==> src/rtl/stopwatch_mux.sv <==
// Multi-digit BCD stopwatch with a lap buffer and lap recall. It drives a one-hot
// multiplexed seven-segment display, and all button inputs are synchronised on-chip.
module stopwatch_mux #(
    parameter int unsigned NUM_DIGITS = 4,
    parameter int unsigned TICK_DIV   = 120000,
    parameter int unsigned SCAN_DIV   = 1024,
    parameter int unsigned LAP_DEPTH  = 4,
    parameter int unsigned LAP_HOLD   = 20
) (
    input  logic                           CLK,
    input  logic                           RST,
    input  logic                           btn_clear,
    input  logic                           btn_start,
    input  logic                           btn_stop,
    input  logic                           btn_lap,
    input  logic                           btn_recall,
    output logic [7:0]                     seg_n,
    output logic [NUM_DIGITS-1:0]          dig_sel,
    output logic                           running,
    output logic                           overflow,
    output logic [$clog2(LAP_DEPTH+1)-1:0] lap_count
);

    localparam int unsigned CW  = 4 * NUM_DIGITS;
    localparam int unsigned LCW = $clog2(LAP_DEPTH + 1);
    localparam int unsigned DW  = $clog2(TICK_DIV);
    localparam int unsigned SW  = (SCAN_DIV > 1) ? $clog2(SCAN_DIV) : 1;
    localparam int unsigned IW  = $clog2(NUM_DIGITS);
    localparam int unsigned LIW = (LAP_DEPTH > 1) ? $clog2(LAP_DEPTH) : 1;
    localparam int unsigned HW  = (LAP_HOLD > 0) ? $clog2(LAP_HOLD + 1) : 1;

    typedef enum logic [0:0] {StLive, StShowLap} mode_e;

    logic [4:0]      btn_raw, sync1_q, sync2_q, sync3_q, press_q;
    logic            do_clear, do_stop, do_start, do_lap, do_recall;
    logic [DW-1:0]   div_q;
    logic            tick_edge;
    logic [CW-1:0]   count_q, count_inc;
    logic            wrap;
    logic            running_q, overflow_q;
    logic [CW-1:0]   laps_q [LAP_DEPTH];
    logic [LCW-1:0]  lap_count_q;
    mode_e           mode_q, mode_d;
    logic [LIW-1:0]  idx_q, idx_d;
    logic [HW-1:0]   hold_q, hold_d;
    logic [IW-1:0]   scan_idx_q;
    logic [SW-1:0]   scan_cnt_q;
    logic [CW-1:0]   disp;
    logic [3:0]      cur_digit;
    logic [7:0]      seg_q;
    logic [NUM_DIGITS-1:0] dig_q;

    // Bit order doubles as priority order: bit 0 (clear) wins.
    assign btn_raw   = {btn_recall, btn_lap, btn_start, btn_stop, btn_clear};
    assign do_clear  = press_q[0];
    assign do_stop   = press_q[1] && (press_q[0] == 1'b0);
    assign do_start  = press_q[2] && (press_q[1:0] == 2'b00);
    assign do_lap    = press_q[3] && (press_q[2:0] == 3'b000);
    assign do_recall = press_q[4] && (press_q[3:0] == 4'b0000);

    assign tick_edge = (div_q == DW'(TICK_DIV - 1));

    function automatic logic [6:0] hex7(input logic [3:0] d);
        case (d)
            4'h0: hex7 = 7'h3F;
            4'h1: hex7 = 7'h06;
            4'h2: hex7 = 7'h5B;
            4'h3: hex7 = 7'h4F;
            4'h4: hex7 = 7'h66;
            4'h5: hex7 = 7'h6D;
            4'h6: hex7 = 7'h7D;
            4'h7: hex7 = 7'h07;
            4'h8: hex7 = 7'h7F;
            4'h9: hex7 = 7'h6F;
            4'hA: hex7 = 7'h77;
            4'hB: hex7 = 7'h7C;
            4'hC: hex7 = 7'h39;
            4'hD: hex7 = 7'h5E;
            4'hE: hex7 = 7'h79;
            default: hex7 = 7'h71;
        endcase
    endfunction

    // Ripple BCD increment; wrap flags the all-9s case.
    always_comb begin
        logic carry;
        count_inc = count_q;
        carry     = 1'b1;
        for (int i = 0; i < int'(NUM_DIGITS); i++) begin
            if (carry) begin
                if (count_q[4*i +: 4] == 4'd9) begin
                    count_inc[4*i +: 4] = 4'd0;
                end else begin
                    count_inc[4*i +: 4] = count_q[4*i +: 4] + 4'd1;
                    carry = 1'b0;
                end
            end
        end
        wrap = carry;
    end

    always_ff @(posedge CLK) begin
        if (RST) begin
            sync1_q     <= '0;
            sync2_q     <= '0;
            sync3_q     <= '0;
            press_q     <= '0;
            div_q       <= '0;
            count_q     <= '0;
            running_q   <= 1'b0;
            overflow_q  <= 1'b0;
            lap_count_q <= '0;
            for (int k = 0; k < int'(LAP_DEPTH); k++) laps_q[k] <= '0;
        end else begin
            sync1_q <= btn_raw;
            sync2_q <= sync1_q;
            sync3_q <= sync2_q;
            press_q <= sync2_q & ~sync3_q;

            if (do_start && !running_q) begin
                div_q <= '0;
            end else begin
                div_q <= tick_edge ? '0 : div_q + DW'(1);
            end

            if (do_clear) begin
                count_q    <= '0;
                overflow_q <= 1'b0;
            end else if (running_q && tick_edge) begin
                count_q <= count_inc;
                if (wrap) overflow_q <= 1'b1;
            end

            if (do_clear || do_stop) begin
                running_q <= 1'b0;
            end else if (do_start) begin
                running_q <= 1'b1;
            end

            // Shift-in keeps the newest lap at index 0; the oldest falls off the end.
            if (do_clear) begin
                lap_count_q <= '0;
            end else if (do_lap && running_q) begin
                for (int k = int'(LAP_DEPTH) - 1; k > 0; k--) laps_q[k] <= laps_q[k-1];
                laps_q[0] <= count_q;
                if (lap_count_q != LCW'(LAP_DEPTH)) lap_count_q <= lap_count_q + LCW'(1);
            end
        end
    end

    always_comb begin
        mode_d = mode_q;
        idx_d  = idx_q;
        hold_d = hold_q;
        if (do_clear) begin
            mode_d = StLive;
        end else begin
            unique case (mode_q)
                StLive: begin
                    if (do_recall && (lap_count_q != '0)) begin
                        mode_d = StShowLap;
                        idx_d  = '0;
                        hold_d = HW'(LAP_HOLD);
                    end
                end
                StShowLap: begin
                    if (do_recall) begin
                        idx_d  = (32'(idx_q) + 32'd1 >= 32'(lap_count_q)) ? '0 : idx_q + LIW'(1);
                        hold_d = HW'(LAP_HOLD);
                    end else if (tick_edge) begin
                        hold_d = hold_q - HW'(1);
                        if (hold_q <= HW'(1)) mode_d = StLive;
                    end
                end
                default: mode_d = StLive;
            endcase
        end
    end

    always_ff @(posedge CLK) begin
        if (RST) begin
            mode_q <= StLive;
            idx_q  <= '0;
            hold_q <= '0;
        end else begin
            mode_q <= mode_d;
            idx_q  <= idx_d;
            hold_q <= hold_d;
        end
    end

    assign disp      = (mode_q == StShowLap) ? laps_q[idx_q] : count_q;
    assign cur_digit = disp[{scan_idx_q, 2'b00} +: 4];

    always_ff @(posedge CLK) begin
        if (RST) begin
            scan_idx_q <= '0;
            scan_cnt_q <= '0;
            seg_q      <= 8'hFF;
            dig_q      <= NUM_DIGITS'(1);
        end else begin
            seg_q <= {~((mode_q == StShowLap) && (scan_idx_q == '0)), ~hex7(cur_digit)};
            dig_q <= NUM_DIGITS'(1) << scan_idx_q;
            if (scan_cnt_q == SW'(SCAN_DIV - 1)) begin
                scan_cnt_q <= '0;
                scan_idx_q <= (scan_idx_q == IW'(NUM_DIGITS - 1)) ? '0 : scan_idx_q + IW'(1);
            end else begin
                scan_cnt_q <= scan_cnt_q + SW'(1);
            end
        end
    end

    assign seg_n     = seg_q;
    assign dig_sel   = dig_q;
    assign running   = running_q;
    assign overflow  = overflow_q;
    assign lap_count = lap_count_q;

endmodule

==> config.mk <==
export PLATFORM = sky130hd
export DESIGN_NAME = stopwatch_mux
export DESIGN_NICKNAME = d
export VERILOG_FILES = /design/src/rtl/stopwatch_mux.sv
export SDC_FILE = /design/constraint.sdc
export NUM_CORES = 1
export LEC_CHECK = 0
export ABC_AREA = 1
export BUFFER_PORTS_ARGS = -buffer_cell sky130_fd_sc_hd__buf_4
export CORE_MARGIN = 5
export CORE_UTILIZATION = 35
export CTS_CLUSTER_DIAMETER = 200
export CTS_CLUSTER_SIZE = 12
export DETAILED_ROUTE_END_ITERATION = 10
export MAX_ROUTING_LAYER = met4
export SLEW_MARGIN = 10
export SYNTH_ARGS = -nofsm -noshare
export SYNTH_HDL_FRONTEND = slang
export SYNTH_SLANG_ARGS = --single-unit
export TNS_END_PERCENT = 1
==> constraint.sdc <==
create_clock -name CLK -period 4.4 [get_ports CLK]
set_input_delay 0.88 -clock CLK [delete_from_list [all_inputs] [get_ports CLK]]
set_output_delay 0.88 -clock CLK [all_outputs]
set_load 0.005 [all_outputs]
* Word-level counts from Yosys, hierarchy flattened
Memories as Yosys holds them, arrays and structs flattened. A register that Yosys moved wholly into a read port is not among the register bits.
Cells that the tools add are included.
** Storage, ports and cells
- Flip-flop bits (word level) :: 90
- Logic and storage cells :: 123
- Memory bits (writable) :: 64
- Bits of input ports :: 7
- Output and inout bits :: 17
- ROM bits :: 112
- Memories :: 2
** Operators by class
- Mux-type cells :: 39
- Equal/unequal tests :: 11
- Reduce and logical (&&, ||, !) cells :: 27
- $add $sub $neg :: 11
- Magnitude comparators :: 2
- Bitwise logic cells :: 10
- Shift operators :: 2
** Memories
- (name not given) :: depth 16, bits a word 7, rd ports 1, clocked after memory_dff 0, write ports 0, RTL line 64 : case (d)
- laps_q :: depth 4, bits a word 16, rd ports 4, clocked after memory_dff 1, write ports 4, RTL line 41 : logic [CW-1:0] laps_q [LAP_DEPTH];
** Operators with widths (number)
- 16-bit 2-to-1 mux :: 5
- 17-bit by 1-bit adder with 17-bit output, second input constant :: 1
- 17-bit equality test, second input constant :: 1
- 1-bit 2-to-1 mux :: 17
- 4-bit by 1-bit adder with 4-bit output, second input constant :: 4
- 4-bit equality test, second input constant :: 4
- 4-bit 2-to-1 mux :: 4
- 16-bit by 5-bit indexed part select with 4-bit output :: 1
- 5-bit 2-to-1 mux :: 3
- 2-bit 2-to-1 mux :: 6
- 10-bit by 1-bit adder with 10-bit output, second input constant :: 1
- 10-bit equality test, second input constant :: 1
- 5-bit case mux with 2 select lines :: 1
- 2-bit AND reduction :: 5
- 1-bit logical AND :: 9
- 7-bit 2-to-1 mux :: 1
- 7-bit NOT :: 1
- 3-bit inequality test, second input constant :: 2
- 3-bit AND reduction :: 2
- 2-bit OR reduction :: 3
- 5-bit AND :: 1
- 5-bit by 1-bit less-or-equal comparator with 1-bit output, second input constant :: 1
- 5-bit NOT :: 1
- 5-bit by 1-bit subtractor with 5-bit output, second input constant :: 1
- 18 further kinds :: 26

* Logic depth before layout (Yosys ltp)
Gate-level depths: netlist (run 1).
- Depth in word-level cells :: 8
- Mapped depth :: 17
- Mapped depth without buffers :: 14

* Worst setup path before layout (run 1)
OpenSTA, ideal clock, no wires.
- Path type :: input-to-reg
- From :: input RST
- To :: memory laps_q[0][0] in the netlist's numbering, enable pin
- Stages on the path :: 2
- Slack :: 2.070 ns
- Setup time :: 0.394 ns
- Required time :: 4.006 ns
- Arrival time :: 1.936 ns
- Buffers on the path :: 1
- Cell sequence :: clkbuf_1 -> or2_2
** RTL lines
- start: declaration :: RTL line 11 : input logic RST,
- end: declaration :: RTL line 41

==> Flow_metrics.wiki, run 1 <==
{| class="wikitable"
! Metric !! Value
|-
| Result of the run || finished clean
|-
| Number of CTS-inserted buffers || 17
|-
| Number of vias per cell after detailed routing || 4.69
|-
| Overall power consumption || 3.11 mW
|-
| Worst slew pin tran || 839 ps
|-
| Final design area excluding fillers || 0.00859 mm²
|-
| Sum of overflow across all layers after global routing || 0
|-
| Syn nets || 986
|-
| Average wire length per cell after detail routing || 12.8 µm
|-
| Crit-path max FO || 34
|-
| GPL Wtd Cong || 0.846
|-
| Setup-failing EPs final || 0
|-
| Share of the yosys chip area belonging to registers || 49.3%
|-
| Share of layout cells above drive strength 1 || 9.94%
|-
| Commonest cells after routing, fill and taps aside || 199 x sky130_fd_sc_hd__nand2_1, 133 x sky130_fd_sc_hd__nor2_1, 131 x sky130_fd_sc_hd__inv_1, 122 x sky130_fd_sc_hd__nand3_1, 92 x sky130_fd_sc_hd__dfxtp_1
|-
| Worst Hold Margin || 390 ps
|-
| Post-synth cell types || 41
|-
| Post_cts resized || 0
|-
| Worst vdd ir || 0.243 mV
|-
| Post-Route WL || 16.2 mm
|-
| Pre-Repair DR Iteration Count || 5
|-
| Setup crit start kind || input pin
|-
| Launch point of the worst path || RST
|-
| Setup clock skew after layout || 9.48 ps
|-
| Number of hold violations in the final report || 0
|-
| Core footprint || 0.0216 mm²
|-
| CP cell instances || buf_4 -> clkinv_1 -> nand2_2 -> buf_12 -> nor2_1
|-
| Yosys top cell area share || 25.2%
|-
| Max-cap violations || 0
|-
| Wire length of the first global-routing pass || 27.4 mm
|-
| Worst flop-to-flop path endpoint || seg_n[3]$_SDFF_PP1_
|-
| Area added between synthesis and finish || 12.5%
|-
| Max clock buf depth || 2
|-
| Worst endpoint data arrival time || 2740 ps
|-
| Number of sinks handled by clock tree synthesis || 156
|-
| Final Net Count || 998
|-
| Slowest-stage cell, CP || sky130_fd_sc_hd__nand2_2
|-
| Detailed-route DRC error count || 0
|-
| Relative slew margins || 44.0%
|-
| CP Class || input pin to flip-flop
|-
| Antenna violations before repair || 0
|-
| N_diodes || 0
|-
| Boundary Pins || 24
|-
| Core occupancy in the finished layout || 39.7%
|-
| Cell area after placement || 0.00800 mm²
|-
| Final cycle utilization of the critical path || 58.2%
|-
| Number of antenna-violating nets in the routed design || 0
|-
| Vertical die dimension || 158 µm
|-
| Final-layout setup total negative slack || 0 ps
|-
| Die width || 158 µm
|-
| Unrepaired setup endpoints after global routing || no
|-
| Starting Density || 35.3%
|-
| Hold-fix buffers, CTS || 0
|-
| Most common cell after layout, fill and taps aside || sky130_fd_sc_hd__nand2_1
|-
| GRT Total Usage || 14.2%
|-
| Element type at the critical path end || flip-flop
|-
| Initial detailed-routing violation count || 358
|-
| Power per Cell Area || 362 mW/mm²
|-
| Via count of the routed design || 5939
|-
| Clock insertion delay at the later pin of the skew report || 430 ps
|-
| Reg clk slew, reported paths || 70 ps
|-
| Count of pins over their slew limit || 0
|-
| Post-synth top area cell || sky130_fd_sc_hd__edfxtp_1
|-
| Area enclosed by the die boundary || 0.0248 mm²
|-
| Worst setup path end || laps_q[0][15]$_SDFFCE_PN0P_
|-
| Row Count || 54
|-
| Largest stage delay on the critical path || 700 ps
|-
| Netlist area before placement || 0.00763 mm²
|-
| Seq cells post-synth || 156
|-
| Clk Tree Root Cell || sky130_fd_sc_hd__clkbuf_16
|-
| Setup slack on the worst flop-to-flop path || 1870 ps
|-
| Via count of the first global-routing pass || 5673
|-
| Max Freq || 0.391 GHz
|-
| HPWL Detailed || 10.5 mm
|-
| Buffers inserted during post-CTS setup optimization || 0
|-
| Largest net degree at the start of global routing || 65
|-
| Min Tclk post-route || 2560 ps
|-
| Cells after Synth || 961
|-
| Main area contributors after synthesis || sky130_fd_sc_hd__edfxtp_1 25%, sky130_fd_sc_hd__dfxtp_1 24%, sky130_fd_sc_hd__nand2_1 9.8%, sky130_fd_sc_hd__nand3_1 8.0%, sky130_fd_sc_hd__nor2_1 6.5%
|-
| LEAKAGE || 3.42 nW
|-
| Class of the tightest hold or removal check || flip-flop to flip-flop
|-
| Input/output buffers || 23
|-
| Avg Synthesized Cell Area || 7.94 µm²
|-
| Clock H-tree levels || 4
|-
| Clock tree from TritonCTS || done
|-
| Data required time of the critical path || 4580 ps
|-
| Count of yosys warnings during synthesis || 0
|-
| Number of cells on the worst reg-to-reg path || 13
|}
-- worst min path at each step --
stage                                startpoint                     to  slack (ps)  depth (start not counted)
after detailed placement  sync3_q[1]$_SDFF_PP0_  press_q[1]$_SDFF_PP0_         380                          1
after global routing      sync3_q[0]$_SDFF_PP0_  press_q[0]$_SDFF_PP0_         410                          1
after floorplan           sync3_q[4]$_SDFF_PP0_  press_q[4]$_SDFF_PP0_         370                          1
after global placement    sync3_q[1]$_SDFF_PP0_  press_q[1]$_SDFF_PP0_         380                          1
after CTS                 sync3_q[1]$_SDFF_PP0_  press_q[1]$_SDFF_PP0_         390                          1
final                     sync3_q[1]$_SDFF_PP0_  press_q[1]$_SDFF_PP0_         390                          1
-- metal layers --
| layer | up-vias | wire, µm | part of all wire, % | global-route usage, % |
|---|---|---|---|---|
| met5 | - | 0 | 0 | - |
| met4 | 0 | 306 | 1.9 | 4.51 |
| met3 | 19 | 656 | 4.0 | 3.25 |
| met2 | 109 | 7440 | 46 | 22.2 |
| met1 | 2693 | 7810 | 48 | 18.3 |
| li1 | 3118 | - | - | - |
-- cells by family after synthesis --
family	synth area share (%)
flip-flops	49.3
AND/OR/NAND/NOR	30.5
adder cells (fa/ha/maj)	2.95
AO/OA/AOI/OAI	5.61
buffers and inverters	9.53
XOR/XNOR	2.07
-- stage by stage --
| step | worst slack (ps) | cells |
|---|---|---|
| 2_1_floorplan | 2070 | 961 |
| 3_3_place_gp | 1420 | 1234 |
| 3_5_place_dp | 1380 | 1234 |
| 4_1_cts | 1830 | 1266 |
| 5_1_grt | 1630 | 1266 |
| 6_report | 1840 | 1266 |
-- report_power, final --
group / leakage, nW / switching, mW / total (mW) / internal, mW
logic: 1.72 / 0.0531 / 0.0799 / 0.0268
registers: 1.41 / 0.0158 / 1.55 / 1.54
clock network: 0.294 / 0.656 / 1.47 / 0.816
total: 3.42 / 0.725 / 3.11 / 2.38
-- synthesized netlist by cell type, drive strengths merged --
master    n
xnor2     6
nor4      1
nor3     22
a41oi     1
nand3   127
a31o      1
nand2   211
nor2    139
nand4    10
clkbuf    9
nor3b     6
xor2     12
a21oi    44
a31oi     2
o31ai     1
clkinv    1
ha       18
o21ai    26
o211ai    3
o21a      1
dfxtp    92
or2       2
inv     135
buf      27
edfxtp   64
-- critical path, delay by kind of cell --
| family | cells | cell delay (ps) |
|---|---|---|
| and+or+nand+nor | 2 | 760 |
| buffers and inverters | 3 | 1050 |
-- sequential cells by signal (all words and copies together), names as in the netlist, 5 cells and up, named ones only --
| signal | flops |
|---|---|
| laps_q | 64 |
| div_q | 17 |
| count_q | 16 |
| scan_cnt_q | 10 |
| seg_n | 8 |
| hold_q | 5 |
| press_q | 5 |
| sync1_q | 5 |
| sync2_q | 5 |
| sync3_q | 5 |
-- layout make-up --
type	count	area, µm²
Clock inverter	12	109
Sequential cell	156	3760
Clock buffer	20	479
Multi-Input combinational cell	633	3140
Fill cell	2247	13000
Timing Repair Buffer	29	230
Inverter	136	513
Tap cell	280	350
Power figures use the tool's default switching activity.
==> inputs of run 2 (changes only) <==
clock period = 2.4 ns   (was 4.4 ns; I/O delays follow)
==> Flow_metrics.wiki, run 2 (synthesized netlist as in run 1, its figures left out) <==
{| class="wikitable"
! Metric !! Value
|-
| Area added between synthesis and finish || 13.8%
|-
| Post_cts resized || 0 (unchanged)
|-
| Pre-Repair DR Iteration Count || 5 (unchanged)
|-
| Largest register by flop count || laps_q
|-
| Core footprint || 0.0216 mm² (unchanged)
|-
| Average wire length per cell after detail routing || 12.6 µm (-1.4%)
|-
| Reg clk slew, reported paths || 60 ps (about the same)
|-
| Worst endpoint data arrival time || 2370 ps (-370 ps)
|-
| Wire length of the first global-routing pass || 27.4 mm (about the same)
|-
| Data required time of the critical path || 2700 ps (-1880 ps)
|-
| Buf/Inv on CP || 2 (-1)
|-
| Worst Slack Setup Final || 331 ps (-1510 ps)
|-
| LEAKAGE || 3.48 nW (+1.6%)
|-
| Die width || 158 µm (unchanged)
|-
| Largest net degree at the start of global routing || 65 (unchanged)
|-
| Slowest-stage cell, CP || sky130_fd_sc_hd__dfxtp_1
|-
| Clock H-tree levels || 4 (unchanged)
|-
| Max-cap violations || 0 (unchanged)
|-
| Worst setup path end || seg_n[3]$_SDFF_PP1_
|-
| Number of sinks handled by clock tree synthesis || 156 (unchanged)
|-
| Final cycle utilization of the critical path || 86.2%
|-
| Final Net Count || 1008 (+1.0%)
|-
| Vertical die dimension || 158 µm (unchanged)
|-
| Input/output buffers || 23 (unchanged)
|-
| Result of the run || finished clean
|-
| Class of the tightest hold or removal check || input pin to flip-flop
|-
| Worst flop-to-flop path endpoint || seg_n[3]$_SDFF_PP1_
|-
| Overall power consumption || 5.65 mW (+82%)
|-
| N_diodes || 0 (unchanged)
|-
| Sum of overflow across all layers after global routing || 0 (unchanged)
|-
| Power per Cell Area || 651 mW/mm² (+80%)
|-
| Number of CTS-inserted buffers || 17 (unchanged)
|-
| Final-layout setup total negative slack || 0 ps (unchanged)
|-
| Relative slew margins || 61.9% (+18 points)
|-
| GPL Wtd Cong || 0.842 (-0.53%)
|-
| Row Count || 54 (unchanged)
|-
| Clock tree from TritonCTS || done
|-
| Max clock buf depth || 2 (unchanged)
|-
| GRT Total Usage || 14.1% (-0.097 points)
|-
| HPWL Detailed || 11.2 mm (+6.4%)
|-
| Post-Place Worst Slack || 382 ps (-996 ps)
|-
| Most common cell after layout, fill and taps aside || sky130_fd_sc_hd__nand2_1
|-
| Share of layout cells above drive strength 1 || 10.8% (+0.81 points)
|-
| Hold-fix buffers, CTS || 0 (unchanged)
|-
| Setup-failing EPs final || 0 (unchanged)
|-
| Buffers inserted during post-CTS setup optimization || 0 (unchanged)
|-
| CP Class || flip-flop to flip-flop
|-
| Via count of the first global-routing pass || 5731 (+1.0%)
|-
| Max Freq || 0.483 GHz
|-
| Initial detailed-routing violation count || 389 (+8.7%)
|-
| Largest stage delay on the critical path || 390 ps (-310 ps)
|-
| Min Tclk post-route || 2070 ps
|-
| Number of vias per cell after detailed routing || 4.73 (+0.83%)
|-
| Starting Density || 35.3% (unchanged)
|-
| Antenna violations before repair || 0 (unchanged)
|-
| Clk Tree Root Cell || sky130_fd_sc_hd__clkbuf_16
|-
| Setup crit start kind || flip-flop
|-
| Number of flip-flops in the largest register || 64 (unchanged)
|-
| Worst slew pin tran || 570 ps (-269 ps)
|-
| Setup clock skew after layout || 14.1 ps (+4.65 ps)
|-
| Largest delay contributor family on the critical path || simple AND/OR/NAND/NOR gates
|-
| Number of hold violations in the final report || 0 (unchanged)
|-
| Clock insertion delay at the later pin of the skew report || 430 ps (about the same)
|-
| Post-Route WL || 16.1 mm (-0.72%)
|-
| Number of antenna-violating nets in the routed design || 0 (unchanged)
|-
| Depth of the critical timing path with buffers and inverters included || 13 (+8)
|-
| Number of cells on the worst reg-to-reg path || 13 (unchanged)
|-
| Commonest cells after routing, fill and taps aside || 199 x sky130_fd_sc_hd__nand2_1, 133 x sky130_fd_sc_hd__nor2_1, 131 x sky130_fd_sc_hd__inv_1, 122 x sky130_fd_sc_hd__nand3_1, 92 x sky130_fd_sc_hd__dfxtp_1
|-
| Via count of the routed design || 6031 (+1.5%)
|-
| Unrepaired setup endpoints after global routing || no
|-
| Worst vdd ir || 0.434 mV (+79%)
|-
| CP cell instances || buf_4 -> nand2_1 -> nand2_1 -> nand2_1 -> nand3_1 -> nand2_1 -> nand3_1 -> nand2_1 -> ha_1 -> inv_1 -> nand3_1 -> nand3_1 -> nand3_1
|-
| Boundary Pins || 24 (unchanged)
|-
| Detailed-route DRC error count || 0 (unchanged)
|-
| Leading registers by flop count || laps_q (64), div_q (17), count_q (16)
|-
| Area enclosed by the die boundary || 0.0248 mm² (unchanged)
|-
| Element type at the critical path end || flip-flop
|-
| Count of pins over their slew limit || 0 (unchanged)
|-
| Setup slack on the worst flop-to-flop path || 330 ps (-1540 ps)
|-
| Crit-path max FO || 21 (-38%)
|}
==> run 2: changes by cell type in the layout (fill, tap and decap cells not counted), sizes merged <==
cell    before  now
buf         29   39
clkinv       2    7
bufinv       0    1
inv        146  139
==> run 2: cell type report <==
class,count,area [µm²]
Sequential cell,156,3760
Clock inverter,11,104
Tap cell,280,350
Inverter,136,513
Clock buffer,20,479
Fill cell,2186,12900
Multi-Input combinational cell,633,3140
Timing Repair Buffer,39,330
==> run 2: layer usage <==
layer / share of wire [%] / GRT usage [%]
met1: 49 / 18.5
met2: 46 / 21.4
met3: 3.8 / 3.50
met4: 1.5 / 4.51
met5: 0 / -
==> run 2: worst min-delay path by stage <==
| stage | from | end | slack, ps | depth (start not counted) |
|---|---|---|---|---|
| after global placement | sync3_q[1]$_SDFF_PP0_ | press_q[1]$_SDFF_PP0_ | 380 | 1 |
| final | btn_recall | sync1_q[4]$_SDFF_PP0_ | 250 | 3 |
| after floorplan | sync3_q[4]$_SDFF_PP0_ | press_q[4]$_SDFF_PP0_ | 370 | 1 |
| after detailed placement | sync3_q[0]$_SDFF_PP0_ | press_q[0]$_SDFF_PP0_ | 380 | 1 |
| after global routing | btn_stop | sync1_q[1]$_SDFF_PP0_ | 260 | 3 |
| after CTS | btn_start | sync1_q[2]$_SDFF_PP0_ | 240 | 3 |
==> run 2: worst min-delay path, cell delays in order <==
cell and delay, ps:
sky130_fd_sc_hd__buf_4 80, sky130_fd_sc_hd__inv_1 30, sky130_fd_sc_hd__nor2_1 60
==> run 2: through the flow <==
step / instance area [µm²] / instances / hold WS (ps) / utilization (%)
final: 8680 / 1275 / 251 / 40.2
after global routing: 8680 / 1275 / 261 / 40.2
after CTS: 8680 / 1275 / 235 / 40.2
after detailed placement: 8100 / 1244 / 382 / 37.5
after global placement: 8100 / 1244 / 377 / 37.5
after floorplan: 7630 / 961 / 373 / -
==> run 2: power by group <==
group / internal [mW] / leakage (nW) / switching [mW] / total (mW)
clock: 1.55 / 0.292 / 1.09 / 2.64
combinational: 0.0564 / 1.78 / 0.0995 / 0.156
sequential: 2.82 / 1.41 / 0.0323 / 2.85
total: 4.43 / 3.48 / 1.22 / 5.65
